## config.mk

```make
export PLATFORM = sky130hd
export DESIGN_NAME = if_prefetch_unit
export DESIGN_NICKNAME = d
export VERILOG_FILES = /design/src/rtl/if_prefetch_unit.sv
export SDC_FILE = /design/constraint.sdc
export NUM_CORES = 1
export LEC_CHECK = 0
export BUFFER_PORTS_ARGS = -buffer_cell sky130_fd_sc_hd__buf_2
export CORE_MARGIN = 5
export CORE_UTILIZATION = 52
export DETAILED_ROUTE_END_ITERATION = 6
export HOLD_SLACK_MARGIN = 0.05
export PLACE_DENSITY = 0.75
export SLEW_MARGIN = 10
export SYNTH_ARGS = -nofsm -noshare
export SYNTH_HDL_FRONTEND = slang
export SYNTH_SLANG_ARGS = --single-unit
```

## constraint.sdc

```tcl
create_clock -name clk -period 4.1 [get_ports clk]
set_input_delay 0.615 -clock clk [delete_from_list [all_inputs] [get_ports clk]]
set_output_delay 0.615 -clock clk [all_outputs]
set_load 0.02 [all_outputs]
```

## src/rtl/if_prefetch_unit.sv

```systemverilog
// if_prefetch_unit: instruction prefetcher with a credit-limited request
// channel, an in-order response path and a FIFO_DEPTH-entry queue to decode.
// A redirect flushes the queue and marks every request still in flight as
// stale so that its response is dropped.
module if_prefetch_unit #(
  parameter logic [29:0] RST_PC_VAL = 30'h0,
  parameter int          FIFO_DEPTH = 4
) (
  input  logic        clk,
  input  logic        rst_l,
  input  logic        jmp_en,
  input  logic [29:0] jmp_addr,
  output logic        mem_req_valid,
  input  logic        mem_req_ready,
  output logic [29:0] mem_req_addr,
  input  logic        mem_resp_valid,
  input  logic [31:0] mem_resp_data,
  output logic        dec_valid,
  input  logic        dec_ready,
  output logic [31:0] dec_inst,
  output logic [29:0] dec_pc
);

  localparam int AW = $clog2(FIFO_DEPTH);
  localparam int CW = AW + 1;
  localparam logic [CW:0]   DEPTH_EXT = (CW + 1)'(FIFO_DEPTH);
  localparam logic [CW-1:0] DEPTH_CW  = CW'(FIFO_DEPTH);

  // Control state
  logic          r_run;
  logic [29:0]   r_fetch_pc;
  logic [29:0]   r_resp_pc;
  logic [CW-1:0] r_out;      // requests accepted but not yet answered
  logic [CW-1:0] r_stale;    // responses still to be discarded after a redirect
  logic [CW-1:0] r_wptr;     // extra MSB distinguishes full from empty
  logic [CW-1:0] r_rptr;

  // Queue storage (not reset; validity comes from the pointers)
  logic [31:0]   r_q_inst [FIFO_DEPTH];
  logic [29:0]   r_q_pc   [FIFO_DEPTH];

  logic [CW-1:0] w_occ;
  logic [CW:0]   w_credit;
  logic          w_fire;
  logic          w_push;
  logic          w_pop;
  logic [CW-1:0] w_out_next;

  assign w_occ      = r_wptr - r_rptr;
  // O + occupancy can reach 2*FIFO_DEPTH in width terms, so sum one bit wider
  assign w_credit   = {1'b0, r_out} + {1'b0, w_occ};
  assign mem_req_valid = r_run && (w_credit < DEPTH_EXT);
  assign mem_req_addr  = r_fetch_pc;
  assign w_fire     = mem_req_valid && mem_req_ready;
  // A redirect discards both the coincident response and any coincident pop
  assign w_push     = mem_resp_valid && !jmp_en && (r_stale == '0);
  assign w_pop      = dec_valid && dec_ready && !jmp_en;
  assign w_out_next = r_out + CW'(w_fire) - CW'(mem_resp_valid);

  assign dec_valid  = (w_occ != '0);
  assign dec_inst   = r_q_inst[r_rptr[AW-1:0]];
  assign dec_pc     = r_q_pc[r_rptr[AW-1:0]];

  // Fetch/response sequencing, stale tracking and queue pointers
  always_ff @(posedge clk or negedge rst_l) begin
    if (!rst_l) begin
      r_run      <= 1'b0;
      r_fetch_pc <= RST_PC_VAL;
      r_resp_pc  <= RST_PC_VAL;
      r_out      <= '0;
      r_stale    <= '0;
      r_wptr     <= '0;
      r_rptr     <= '0;
    end else begin
      r_run <= 1'b1;
      r_out <= w_out_next;
      if (jmp_en) begin
        r_fetch_pc <= jmp_addr;
        r_resp_pc  <= jmp_addr;
        // Everything still in flight after this edge belongs to the old path
        r_stale    <= w_out_next;
        r_wptr     <= '0;
        r_rptr     <= '0;
      end else begin
        if (w_fire) begin
          r_fetch_pc <= r_fetch_pc + 30'd1;
        end
        if (mem_resp_valid && (r_stale != '0)) begin
          r_stale <= r_stale - CW'(1);
        end
        if (w_push) begin
          r_resp_pc <= r_resp_pc + 30'd1;
          r_wptr    <= r_wptr + CW'(1);
        end
        if (w_pop) begin
          r_rptr <= r_rptr + CW'(1);
        end
      end
    end
  end

  // Queue write port
  always_ff @(posedge clk) begin
    if (w_push) begin
      r_q_inst[r_wptr[AW-1:0]] <= mem_resp_data;
      r_q_pc[r_wptr[AW-1:0]]   <= r_resp_pc;
    end
  end

  // The credit rule must make a push into a full queue impossible
  assert property (@(posedge clk) disable iff (!rst_l) !(w_push && (w_occ == DEPTH_CW)));

endmodule

```

==> summary.txt, run 1 <==
Status -> complete, no violations
H-Tree Depth -> 1
Synth Instances -> 754
Routed len/inst -> 20.1 um
Worst-skew pair later-pin latency -> 530 ps
Antenna viol nets, final -> 0
Reg area -> 9280 um2
Kind of critical path -> flop to output pin
Most frequent cell after synthesis -> edfxtp_1
RSZ-0062 raised after global routing -> no
Synth top area cells -> edfxtp_1 (57%), dfrtp_1 (14%), mux4_2 (11%)
Maximum VDD drop -> 0.371 mV
GR Util met2 -> 28.6%
CTS Root Cell -> clkbuf_16
Initial antenna violation count -> 0
Vias per inst -> 5.63
TNS Setup -> 0 ps
Final Worst Setup Slack -> 280 ps
Io pins -> 162
Core Region -> 25000 um2
GPL Wtd Cong -> 0.854
Hold Path Class -> primary input to asynchronous set/reset pin
Syn Area/Cell -> 17.4 um2
Worst R2R Start -> r_wptr[0]
Unique cell type count in the Yosys netlist -> 45
Layout cells sized above 1 -> 34.0%
Pin count of the biggest net entering global routing -> 71
Synth top area share -> 56.7%
Clock share of power -> 32.8%
N_diodes -> 0
Fill cell count -> 1870
Fin nets -> 1016
Pwr per Cell Area -> 574 nW/um2
Clk buf depth -> 3
Die area -> 28500 um2
Starting density of the core -> 52.4%
Combinational share of power -> 23.4%
GRT met1 Usage -> 27.2%
Reg clk slew, reported paths -> 60 ps
Hold Violations, Final -> 0
Grt peak-use layer -> met2
Synthesized area -> 13100 um2
Post-Place Setup Slack -> 374 ps
Max_cap viols -> 0
Placed inst area -> 14400 um2
Multi-input logic area -> 3650 um2
Initial DRC Count -> 683
Slew headroom -> 38.4%
Startpoint Class -> flop
Router iterations before antenna repair -> 5
Reg power frac -> 43.8%
Placement Rows -> 58
Clock tree sinks -> 321
Int Pwr -> 6.37 mW
Seq/Total Area, Yosys -> 70.7%
Die height -> 169 um
Post-Syn Nets -> 838
Primary FF master, synth -> edfxtp_1
GRT met3 Usage -> 2.87%
Leakage power figure -> 5.51 nW
Synthesis warning total -> 0
Routed wire length -> 25.9 mm
Via count -> 7241
Final slew viol count -> 0
First-pass GRT wire length -> 40.7 mm
F_max -> 0.262 GHz
IO Port Bufs -> 161
Final Cycle Share -> 93.2%
Critical path required time -> 3480 ps
Critical Path Source -> r_wptr[0]
Ys async rst share -> 22.7%
Cts repair resizes -> 0
HPWL after DPL -> 16.9 mm
Vias in the first global route -> 7299
Area growth, synth to finish -> 17.6%
Gr usage total -> 18.1%
Post-route cell area -> 15400 um2
Post-CTS setup buffer count -> 0
Post-route DRC -> 0
Congestion Overflow GR -> 0
Minimum clock period -> 3820 ps
Cts hold-fix bufs -> 0
Worst EP arrival -> 3200 ps
Die width -> 169 um
Seq cells post-synth -> 321
CTS buffer count -> 31
Top cell type by total area after synthesis -> edfxtp_1
Slew @ Worst Pin -> 924 ps
Setup Skew -> 8.95 ps
Finish-stage setup viols -> 0
Switching power -> 2.49 mW
Sw Share -> 28.1%
Crit end category -> output pin
CTS tree -> done
Post-synth top cells -> edfxtp_1 (248), dfrtp_1 (73), mux4_2 (62), nand2_1 (37)
Number of synthesized flops with an enable pin -> 248
CP max FO -> 8
==> worst paths after layout <==
kind                                    endpoint  slack, ps  cells past startpoint
worst max-delay path               mem_req_valid        280                     11
worst min-delay path            mem_req_addr[15]        170                      1
worst max register to register        r_stale[2]        370                     17
worst min register to register          r_out[0]        540                      1
max in group asynchronous          r_resp_pc[21]       2960                      3
min in group clk                  r_q_inst[0][9]        300                      1
==> routing by layer <==
metal	share of wire, %	vias up
met4	1.7	0
met3	7.3	41
met5	0	-
met1	45	3622
li1	-	3301
met2	46	277
==> cell type report <==
| type | instances | area share, % |
|---|---|---|
| clock buffer | 37 | 5.24 |
| inverter | 23 | 0.559 |
| tap | 330 | 2.67 |
| timing repair buffer | 175 | 6.14 |
| clock inverter | 20 | 1.60 |
| multi-input combinational | 380 | 23.7 |
| sequential | 321 | 60.1 |
==> cells in the final DEF, fill, tap and decap left out, types with 15 or more instances in the layout <==
cell type	n
mux2_2	28
clkbuf_16	31
dfrtp_1	71
a21oi_1	20
nor2_1	26
mux4_2	62
nand4_1	15
nand2_1	37
xor2_1	27
xnor2_1	28
buf_2	161
inv_1	21
edfxtp_1	248
nand3_1	20
==> kinds of logic (layout without fill, tap and decap cells) <==
kind of cell / Yosys count / count (layout) / share of synthesized area [%]
muxes: 95 / 95 / 13.4
other: 1 / 1 / 0.0286
AOI/OAI and AO/OA: 45 / 45 / 2.02
adders and majority gates: 16 / 16 / 1.64
xor gates and xnor gates: 56 / 56 / 3.85
buffers and inverters: 53 / 255 / 1.53
DFF: 321 / 321 / 70.7
and+or+nand+nor: 167 / 167 / 6.84
==> stage by stage <==
step	cells	hold WS [ps]	power, mW	util [%]
finish	1286	165	8.86	61.7
global route	1286	208	9.29	61.7
CTS	1286	158	8.97	61.7
global placement	1229	533	6.02	57.4
floorplan	754	319	5.39	-
detailed placement	1229	535	6.06	57.4
==> power groups by stage <==
stage / sequential (mW) / combinational [mW] / clock [mW]
floorplan: 3.94 / 1.44 / 0
global placement: 3.94 / 2.09 / 0
detailed placement: 3.95 / 2.11 / 0
CTS: 3.88 / 2.12 / 2.97
global route: 3.91 / 2.26 / 3.12
finish: 3.88 / 2.07 / 2.90
==> critical path: stages, from the launching register on <==
cell     delay, ps
dfrtp_1        420
inv_1          140
ha_1           170
inv_1           50
fa_1           350
xor3_1         400
inv_1           50
ha_1           300
nor4b_4        250
o21ai_2        190
inv_2          170
buf_2          190
==> state kept, by name, indices dropped and copies added, names as in the netlist <==
name,count
mem_req_addr,30
r_out,3
r_q_inst,128
r_q_pc,120
r_resp_pc,30
r_rptr,3
r_run,1
r_stale,3
r_wptr,3
No activity file was read; power rests on OpenSTA's default activity.
==> run 2: changes to the inputs <==
==> constraint.sdc (replaced) <==
create_clock -name clk -period 4.1 [get_ports clk]
set_input_delay 0.41 -clock clk [delete_from_list [all_inputs] [get_ports clk]]
set_output_delay 0.41 -clock clk [all_outputs]
set_load 0.02 [all_outputs]
==> run 2 against run 1 <==
Effect of this change: worst setup slack gained 59 ps; first-iteration DRC count down 19%; clock skew grew 3.4 ps; fmax up 1.6%; register-to-register slack lost 30 ps; worst hold slack worse by 34 ps; cell count rose by 0.47%; via count about the same; total power is 1.7% higher; highest routed layer unchanged.
==> summary.txt, run 2 (synthesized netlist as in run 1, its figures left out) <==
Startpoint Class -> flop
Final slew viol count -> 0
Setup Skew -> 12.4 ps
Fill cell count -> 1864
Kind of critical path -> flop to flop
Minimum clock period -> 3760 ps
Congestion Overflow GR -> 0
WHS -> 131 ps
Hold-critical path endpoint -> r_q_inst[2][27]
Pin count of the biggest net entering global routing -> 71
Critical path required time -> 4520 ps
Most frequent cells in the layout -> edfxtp_1 (248), buf_2 (161), dfrtp_1 (71)
Total power -> 9.01 mW
Io pins -> 162
Area growth, synth to finish -> 18.1%
Core Region -> 25000 um2
Routed wire length -> 26.1 mm
Gr usage total -> 18.6%
Largest register FFs -> 128
CP max FO -> 4
Final Cycle Share -> 91.7%
Sw Share -> 28.3%
TNS Setup -> 0 ps
Int Pwr -> 6.46 mW
Router iterations before antenna repair -> 5
HPWL after DPL -> 16.8 mm
Slew headroom -> 39.4%
Max_cap viols -> 0
Die width -> 169 um
HP Start -> mem_resp_data[27]
Leakage power figure -> 5.55 nW
Finish-stage setup viols -> 0
CTS tree -> done
Layout cells sized above 1 -> 33.9%
Reg clk slew, reported paths -> 60 ps
First-pass GRT wire length -> 41.6 mm
Placed Cells -> 1229
Placed inst area -> 14400 um2
Clock share of power -> 33.9%
H-Tree Depth -> 2
Clk buf depth -> 3
Vias per inst -> 5.61
Maximum VDD drop -> 0.331 mV
Starting density of the core -> 52.4%
Pwr per Cell Area -> 581 nW/um2
Die height -> 169 um
FF-to-FF End -> r_stale[2]
Vias in the first global route -> 7530
Hold Violations, Final -> 0
GPL Wtd Cong -> 0.839
Routed len/inst -> 20.2 um
Worst R2R Start -> r_wptr[0]
Post-route DRC -> 0
Crit end category -> flop
Via count -> 7243
Fin nets -> 1020
Worst-skew pair later-pin latency -> 500 ps
Combinational share of power -> 22.9%
CTS buffer count -> 34
Status -> complete, no violations
Clock tree sinks -> 321
Placement Rows -> 58
RSZ-0062 raised after global routing -> no
Final Worst Setup Slack -> 339 ps
Post-route cell area -> 15500 um2
Non-Filler Instances -> 1292
F_max -> 0.266 GHz
Initial antenna violation count -> 0
Worst EP arrival -> 4180 ps
Cell depth of the worst flop-to-flop path -> 17
IO Port Bufs -> 161
Antenna viol nets, final -> 0
Most common cell after layout, fill and taps aside -> edfxtp_1
Switching power -> 2.55 mW
N_diodes -> 0
Final Util -> 61.9%
Die area -> 28500 um2
Worst R2R Setup Slack -> 340 ps
Hold depth -> 1
Reg power frac -> 43.1%
Post-Place Setup Slack -> 336 ps
CTS Root Cell -> clkbuf_16
Critical Path Source -> r_wptr[0]
Hold Path Class -> primary input to flop
Slew @ Worst Pin -> 909 ps
Initial DRC Count -> 556
run 2: changes by cell type in the layout (fill, tap and decap cells not counted), sizes merged:
| cell | before | now |
|---|---|---|
| dlygate4sd3 | 0 | 1 |
| clkinvlp | 1 | 0 |
| clkbuf | 37 | 46 |
| inv | 23 | 24 |
| bufinv | 6 | 3 |
| clkinv | 13 | 12 |
run 2: critical path, cell delays in order (launching register included):
cell and delay, ps:
dfrtp_1 420, inv_1 140, ha_1 160, inv_1 50
fa_1 360, xor3_1 400, inv_1 50, ha_1 300
nor4b_4 260, o211ai_1 160, ha_1 290, inv_1 30
ha_1 180, fa_1 390, xnor2_1 180, xnor2_1 160
nand2_1 70, o21ai_0 80
run 2: cell type report:
type	count	area, um2	area share [%]
Multi-Input combinational cell	380	3650	23.6
Clock buffer	46	980	6.32
Timing Repair Buffer	176	933	6.02
Sequential cell	321	9280	59.9
Tap cell	330	413	2.66
Clock inverter	16	155	1.00
Inverter	23	86.3	0.557
run 2: per-layer routing:
metal,share of wire [%],vias to the layer above,wire (um),GRT usage (%)
met5,0,-,0,0
met4,1.5,0,379,4.13
met3,8.0,38,2090,4.46
met2,47,296,12300,29.8
met1,43,3605,11300,26.5
li1,-,3304,-,-
run 2: how the worst max path moves through the flow:
stage | endpoint | slack, ps | cells past startpoint
floorplan | r_stale[2] | 10 | 17
finish | r_stale[2] | 340 | 17
global route | r_stale[2] | 50 | 17
global placement | r_stale[2] | 450 | 17
detailed placement | r_stale[2] | 340 | 17
CTS | r_stale[2] | 300 | 17
run 2: repair_timing:
item	4_1_cts	5_1_grt
setup buffers	0	0
gates resized for setup	0	0
hold endpoints to repair	31	0
hold buffers	1	0
run 2: power by group through the flow:
stage | Combinational [mW] | Clock [mW] | Sequential (mW)
final | 2.07 | 3.06 | 3.89
after global routing | 2.27 | 3.28 | 3.91
after CTS | 2.12 | 3.12 | 3.89
after detailed placement | 2.11 | 0 | 3.95
after global placement | 2.08 | 0 | 3.94
after floorplan | 1.44 | 0 | 3.94
